**src/rtl/encoding_rx_collector.sv**
```systemverilog
// rtl/encoding_rx_collector.sv - reassembles index-tagged elements into one parallel frame vector
module encoding_rx_collector #(
  parameter int LAST_COUNT = 6,
  parameter int DATA_WIDTH = 8,
  localparam int IW = (LAST_COUNT > 0) ? $clog2(LAST_COUNT + 1) : 1
) (
  input  logic                               i_clk,
  input  logic                               i_reset,
  input  logic                               i_in_valid,
  output logic                               o_in_ready,
  input  logic [IW-1:0]                      i_in_index,
  input  logic [DATA_WIDTH-1:0]              i_in_data,
  output logic                               o_out_valid,
  input  logic                               i_out_ready,
  output logic [(LAST_COUNT+1)*DATA_WIDTH-1:0] o_out_vector,
  output logic                               o_seq_error,
  output logic [15:0]                        o_frame_count
);

  localparam logic [IW-1:0] LAST_IDX = IW'(LAST_COUNT);

  typedef enum logic {
    S_COLLECT = 1'b0,
    S_HOLD    = 1'b1
  } state_t;

  state_t                                r_state;
  logic [IW-1:0]                         r_expected;
  logic                                  r_in_ready;
  logic                                  r_out_valid;
  logic                                  r_seq_error;
  logic [15:0]                           r_frame_count;
  logic [(LAST_COUNT+1)*DATA_WIDTH-1:0]  r_vector;

  assign o_in_ready    = r_in_ready;
  assign o_out_valid   = r_out_valid;
  assign o_seq_error   = r_seq_error;
  assign o_frame_count = r_frame_count;
  assign o_out_vector  = r_vector;

  // Frame FSM: collect in-order elements, hold the finished vector until the consumer takes it
  always_ff @(posedge i_clk) begin
    if (i_reset) begin
      r_state       <= S_COLLECT;
      r_expected    <= '0;
      r_in_ready    <= 1'b1;
      r_out_valid   <= 1'b0;
      r_seq_error   <= 1'b0;
      r_frame_count <= '0;
      r_vector      <= '0;
    end else begin
      r_seq_error <= 1'b0;
      case (r_state)
        S_COLLECT: begin
          if (i_in_valid) begin
            if (i_in_index == r_expected) begin
              for (int k = 0; k <= LAST_COUNT; k++) begin
                if (IW'(k) == r_expected) begin
                  r_vector[k*DATA_WIDTH +: DATA_WIDTH] <= i_in_data;
                end
              end
              if (r_expected == LAST_IDX) begin
                r_expected  <= '0;
                r_state     <= S_HOLD;
                r_in_ready  <= 1'b0;
                r_out_valid <= 1'b1;
              end else begin
                r_expected <= r_expected + IW'(1);
              end
            end else begin
              // A stray index 0 is taken as the start of a fresh frame rather than thrown away
              r_seq_error <= 1'b1;
              if (i_in_index == '0) begin
                r_vector[0 +: DATA_WIDTH] <= i_in_data;
                r_expected                <= IW'(1);
              end else begin
                r_expected <= '0;
              end
            end
          end
        end
        S_HOLD: begin
          if (i_out_ready) begin
            r_state       <= S_COLLECT;
            r_in_ready    <= 1'b1;
            r_out_valid   <= 1'b0;
            r_frame_count <= r_frame_count + 16'd1;
          end
        end
        default: begin
          r_state     <= S_COLLECT;
          r_in_ready  <= 1'b1;
          r_out_valid <= 1'b0;
        end
      endcase
    end
  end

endmodule

```
**config.mk**
```make
export PLATFORM = sky130hd
export DESIGN_NAME = encoding_rx_collector
export DESIGN_NICKNAME = d
export VERILOG_FILES = /design/src/rtl/encoding_rx_collector.sv
export SDC_FILE = /design/constraint.sdc
export NUM_CORES = 1
export LEC_CHECK = 0
export ABC_AREA = 1
export BUFFER_PORTS_ARGS = -buffer_cell sky130_fd_sc_hd__buf_2
export CAP_MARGIN = 20
export CORE_ASPECT_RATIO = 0.6
export CORE_MARGIN = 2
export CORE_UTILIZATION = 25
export DETAILED_ROUTE_END_ITERATION = 8
export GPL_ROUTABILITY_DRIVEN = 0
export GPL_TIMING_DRIVEN = 0
export PLACE_DENSITY = 0.55
export SYNTH_ARGS = -nofsm -noshare
export SYNTH_HDL_FRONTEND = slang
export SYNTH_SLANG_ARGS = --single-unit
```
**constraint.sdc**
```tcl
create_clock -name i_clk -period 4.33 [get_ports i_clk]
set_clock_uncertainty 0.1 [all_clocks]
set_input_delay 0.433 -clock i_clk [delete_from_list [all_inputs] [get_ports i_clk]]
set_output_delay 0.433 -clock i_clk [all_outputs]
set_load 0.01 [all_outputs]
```
==> flow_metrics.tcl, run 1 <==
set metrics [dict create \
    final_antenna_net_count 0 \
    irDropWorstVdd_v 0.000277 \
    track_usage_pct 13.9 \
    coreArea_um2 12900 \
    clk_path_buf_depth 2 \
    syn_to_final_growth_pct 28.4 \
    ys_ff_latch 79 \
    synth_top_flop_cell "dfxtp_1" \
    cts_setup_buffers 0 \
    final_max_slew_viol_count 0 \
    fin_tns_setup_ns 0 \
    cts_tree "done" \
    final_util_pct 33.1 \
    p_sw_mw 0.379 \
    holdWs_ns 0.283 \
    path_clk_slew_ns 0.07 \
    avgSynthCellArea_um2 7.50 \
    initial_core_util_pct 25.8 \
    yosysMostFrequentCell "nor2_1" \
    finalSetupViolCount 0 \
    leakage_nw 2.03 \
    seq_power_share_pct 47.5 \
    p_clk_share_pct 46.9 \
    rsz0062_at_grt "false" \
    syn_inst 443 \
    yosys_warnings 0 \
    power.internal_mw 1.17 \
    hold_violations 0 \
    clock-root-buffer "clkbuf_16" \
    tightest_slew_ns 0.555 \
    drt_iter0_markers 177 \
    yosysUniqueCellTypes 31 \
    fp-row-count 32 \
    status "finished clean" \
    wl_per_cell_um 13.3 \
    hold_class "in -> reg" \
    critPathKind "reg -> reg" \
    synth_edf_count 0 \
    dpl_worst_slack_ns 2.51 \
    ys_top_cells_by_count "89 x nor2_1, 79 x dfxtp_1, 78 x nand2_1" \
    pin_count 90 \
    clock.fmax_mhz 621 \
    cts.sinks 79 \
    nets 559 \
    drive_above_1_share_pct 26.3 \
    dr.pass1.iters 4 \
    yosysTopAreaCellShare_pct 47.6 \
    via_per_inst 4.31 \
    vias 3092 \
    yosys-top-cells-area "dfxtp_1 48%, nor2_1 10%, nand2_1 8.8%" \
    syn_area_um2 3320 \
    insertion_delay_ns 0.33 \
    max_cap_viol_count 0 \
    cts_made_buffers 9 \
    relSlewSlack_pct 62.8 \
    die_h_um 93.3 \
    cp-end-kind "flop" \
    cp_max_fo 9 \
    fin_crit_ns 1.61 \
    io_buffers 88 \
    cts_resized 0 \
    power_mw 1.55 \
    layout_worst_path_cycle_share_pct 37.2 \
    sw_frac_of_total_pct 24.5 \
    worstPathArrival_ns 1.77 \
    power_density_nw_per_um2 363 \
    grt_max_degree 16 \
    hold_buffers 0 \
    drc 0 \
    grt_antenna_before_repair 0 \
    htree_levels 3 \
    fin_ws_ns 2.72 \
    die_x_um 153 \
    postSynth.asyncResetShare_pct 0 \
    comb_power_share_pct 5.5 \
    required_ns 4.49 \
    grt_pass1_wl_um 15400 \
    worstSetupStartpointType "flop" \
    routed_wl_um 9540 \
    synth_nets 460 \
    synth_top_area_cell "dfxtp_1" \
    antenna_cells 0 \
    globalRoute.totalOverflow 0 \
    die_area_um2 14300 \
    grt_pass1_vias 2912 \
    seq_area_frac_synth_pct 47.6 \
    dp_hpwl_um 7580 \
]
## logic make-up after synthesis
group | count (synthesis) | synth area share, %
buffers and inverters | 65 | 8.81
flip-flops | 79 | 47.6
adder cells (fa/ha/maj) | 2 | 0.753
AND/OR/NAND/NOR | 208 | 29.2
XOR/XNOR | 1 | 0.264
AO/OA/AOI/OAI | 88 | 13.4
## registers in the layout (all words and copies together) (netlist names)
register	count
o_out_valid	1
r_expected	3
o_out_vector	56
o_frame_count	16
r_state	1
o_seq_error	1
o_in_ready	1
## per-layer routing
layer  GRT usage, %  wire [um]
met1           20.2       5070
met2           19.4       3670
met3           4.87        769
met4           3.24         29
met5              0          0
## cell usage in the layout (no fill, tap or decap), types with 4 or more instances in the layout
| cell type | instances |
|---|---|
| a21oi_1 | 37 |
| buf_2 | 91 |
| buf_6 | 5 |
| clkbuf_1 | 4 |
| clkbuf_16 | 9 |
| dfxtp_1 | 79 |
| inv_1 | 44 |
| inv_2 | 5 |
| nand2_1 | 78 |
| nand2_2 | 8 |
| nand3_1 | 7 |
| nand4_1 | 5 |
| nor2_1 | 89 |
| nor2_4 | 9 |
| o21ai_0 | 46 |
## layout make-up
class / count / area [um2]
fill: 1425 / 8630
sequential: 79 / 1580
multi-input combinational: 299 / 1450
timing repair buffer: 88 / 440
clock buffer: 10 / 239
tap: 170 / 213
inverter: 50 / 188
buffer: 15 / 105
clock inverter: 6 / 50.0
## final timing paths
| kind | from | slack (ns) | to | cells past startpoint |
|---|---|---|---|---|
| worst max-delay path | r_state | 2.72 | o_out_vector[50] | 5 |
| worst min register to register | o_in_ready | 0.35 | o_in_ready | 2 |
| worst max register to register | r_state | 2.72 | o_out_vector[50] | 5 |
| worst min-delay path | i_in_data[7] | 0.28 | o_out_vector[47] | 3 |
## critical path: stages, from the launching register on
cell     delay [ns]
dfxtp_1        0.36
nor2_4         0.25
nand2_2        0.12
nor3_2         0.49
nor2_1         0.10
nor2_1         0.13
## per-stage QoR
step,std cells,instance area (um2)
after floorplan,443,3320
after global placement,701,3980
after detailed placement,701,3980
after CTS,717,4260
after global routing,717,4260
final,717,4260
## power by group through the flow
| stage | combinational [mW] | sequential, mW | clock, mW |
|---|---|---|---|
| 3_5_place_dp | 0.0868 | 0.753 | 0 |
| 2_1_floorplan | 0.0514 | 0.754 | 0 |
| 6_report | 0.0858 | 0.736 | 0.728 |
| 3_3_place_gp | 0.0851 | 0.752 | 0 |
| 4_1_cts | 0.0870 | 0.736 | 0.748 |
| 5_1_grt | 0.0967 | 0.737 | 0.783 |
(Power assumes the default switching activity.)
==> inputs of run 2 (changes only) <==
--- a/config.mk
+++ b/config.mk
@@ -14,7 +14,7 @@
 export DETAILED_ROUTE_END_ITERATION = 8
 export GPL_ROUTABILITY_DRIVEN = 0
 export GPL_TIMING_DRIVEN = 0
-export PLACE_DENSITY = 0.55
+export PLACE_DENSITY = 0.57
 export SYNTH_ARGS = -nofsm -noshare
 export SYNTH_HDL_FRONTEND = slang
 export SYNTH_SLANG_ARGS = --single-unit
==> constraint.sdc (replaced) <==
create_clock -name i_clk -period 1.38 [get_ports i_clk]
set_clock_uncertainty 0.1 [all_clocks]
set_input_delay 0.138 -clock i_clk [delete_from_list [all_inputs] [get_ports i_clk]]
set_output_delay 0.138 -clock i_clk [all_outputs]
set_load 0.01 [all_outputs]
==> run 2 against run 1 <==
Against the previous run: the run now ends with negative hold slack, negative setup slack left; global-route usage rose by 1.2 points; via count rose by 9.2%; non-clock buffer count rose by 45; hold slack got worse by 0.29 ns; sequential share of layout area fell by 5.5 points; clock-buffer cell count rose by 1; maximum frequency rose by 7.6%; combinational power rose to 4.5 times the previous value; flip-flop and latch count did not move; critical path type unchanged; largest cell class is now multi-input gates; largest power group is now the clock network; highest routed layer unchanged.
==> flow_metrics.tcl, run 2 (synthesis results as in run 1) <==
set metrics [dict create \
    status "finished with violations" \
    violations "negative hold slack, negative setup slack" \
    finalSetupViolCount 44 \
    clock.fmax_mhz 668 \
    critPathBufInv 3 \
    grt_antenna_before_repair 0 \
    finalInstanceArea_um2 5080 \
    syn_to_final_growth_pct 52.8 \
    worstSetupStartpointType "flop" \
    path_clk_slew_ns 0.06 \
    cts_made_buffers 9 \
    final_util_pct 39.4 \
    top_layer_used "met4" \
    grt_pass1_wl_um 16600 \
    drc 0 \
    io_buffers 88 \
    pin_count 90 \
    rsz0062_at_grt "true" \
    critical-path-top-delay-family "simple AND/OR/NAND/NOR gates" \
    power_mw 5.02 \
    final_max_slew_viol_count 0 \
    holdWs_ns -0.00602 \
    layout_worst_path_cycle_share_pct 108 \
    worstPathArrival_ns 1.63 \
    final_antenna_net_count 0 \
    die_h_um 93.3 \
    layout_common_cells "88 x buf_2, 75 x nor2_1, 68 x dfxtp_1" \
    seqCellArea_um2 1610 \
    htree_levels 3 \
    cp_max_fo 5 \
    dp_cells 701 \
    cp_common_cell "nand2_4" \
    stdcell_count 762 \
    initial_core_util_pct 25.8 \
    drt_iter0_markers 143 \
    irDropWorstVdd_v 0.000594 \
    slowest_stage "dfxtp_4" \
    multi_input_area_um2 1750 \
    wl_met3_um 977 \
    leakage_nw 2.41 \
    drive_above_1_share_pct 43.6 \
    hold_violations 1 \
    antenna_cells 0 \
    grt_max_degree 14 \
    grt_pass1_vias 3148 \
    dr_wl_met2_um 4390 \
    crit_path_max_incr_delay_ns 0.36 \
    die_area_um2 14300 \
    fin_crit_ns 1.50 \
    final_common_cell "buf_2" \
    dpl_worst_slack_ns -0.238 \
    dr.pass1.iters 5 \
    dp_hpwl_um 7570 \
    path_cells "inv_4, nand2_4, nand2_4, nand2_8, inv_4, nand2_4, nor2_4, buf_6, nand2_2, nand2_1, nor2_1" \
    fp-row-count 32 \
    cp-end-kind "flop" \
    coreArea_um2 12900 \
    clk_path_buf_depth 2 \
    globalRoute.totalOverflow 0 \
    insertion_delay_ns 0.34 \
    track_usage_pct 15.0 \
    fin_ws_ns -0.116 \
    hold_class "in -> reg" \
    nets 604 \
    required_ns 1.51 \
    die_x_um 153 \
    cts_tree "done" \
    routed_wl_um 10600 \
    relSlewSlack_pct 58.0 \
    cts.sinks 79 \
    m1WireLength_um 5120 \
    largest_reg_flops 56 \
    vias 3376 \
    tightest_slew_ns 0.630 \
    critPathKind "reg -> reg" \
    power_density_nw_per_um2 988 \
    fill_cells 1354 \
    clock-root-buffer "clkbuf_16" \
    wl_per_cell_um 13.9 \
    dpl_cell_area_um2 3990 \
    max_cap_viol_count 0 \
    via_per_inst 4.43 \
]
## run 2: cell count changes in the layout (fill, tap and decap cells not counted), sizes merged
cell,change
dlygate4sd3,+5
bufinv,+1
clkbuf,+1
dlymetal6s4s,+1
inv,-2
buf,+39
## run 2: worst register-to-register path, cell delays in order (launching register included)
cell and delay, ns:
dfxtp_4 0.36, inv_4 0.07, nand2_4 0.06, nand2_4 0.09, nand2_8 0.08, inv_4 0.07, nand2_4 0.05, nor2_4 0.21
buf_6 0.17, nand2_2 0.04, nand2_1 0.06, nor2_1 0.04
## run 2: path summary, 6_finish.rpt
| path | from | end | slack [ns] | cells past startpoint |
|---|---|---|---|---|
| hold reg to reg | o_in_ready | o_in_ready | 0.35 | 2 |
| hold / removal | i_reset | r_state | -0.006 | 2 |
| setup / recovery | r_expected[0] | o_out_vector[31] | -0.12 | 11 |
| setup reg to reg | r_expected[0] | o_out_vector[31] | -0.12 | 11 |
## run 2: through the flow
step	TNS (ns)	hold WS, ns
after floorplan	0	0.173
after CTS	-1.64	0.00245
final	-2.44	-0.00602
after global routing	-7.66	0.0153
after global placement	-4.56	0.328
after detailed placement	-6.46	0.328
## run 2: area by class of cell
| type | instances | area share (%) |
|---|---|---|
| clock buffer | 11 | 4.58 |
| buffer | 15 | 2.32 |
| tap | 170 | 4.19 |
| multi-input combinational | 299 | 34.5 |
| sequential | 79 | 31.6 |
| inverter | 50 | 3.89 |
| clock inverter | 5 | 1.11 |
| timing repair buffer | 133 | 17.8 |
## run 2: timing repair
| action | CTS | global route |
|---|---|---|
| pin swaps | 21 | 41 |
| gates resized for setup | 57 | 95 |
| hold buffers | 6 | 0 |
| buffers inserted | 18 | 18 |
| hold endpoints to repair | 6 | 0 |
| endpoints found under the setup margin | 65 | 66 |
| gates cloned | 3 | 0 |
## run 2: where the power goes
part | switching, mW | internal [mW]
clock | 0.922 | 1.40
combinational | 0.237 | 0.151
sequential | 0.0128 | 2.29
## run 2: routing by layer
layer	vias to the layer above	track usage [%]
li1	1692	-
met1	1565	20.4
met2	108	22.2
met3	11	6.35
met4	0	3.24
met5	-	0
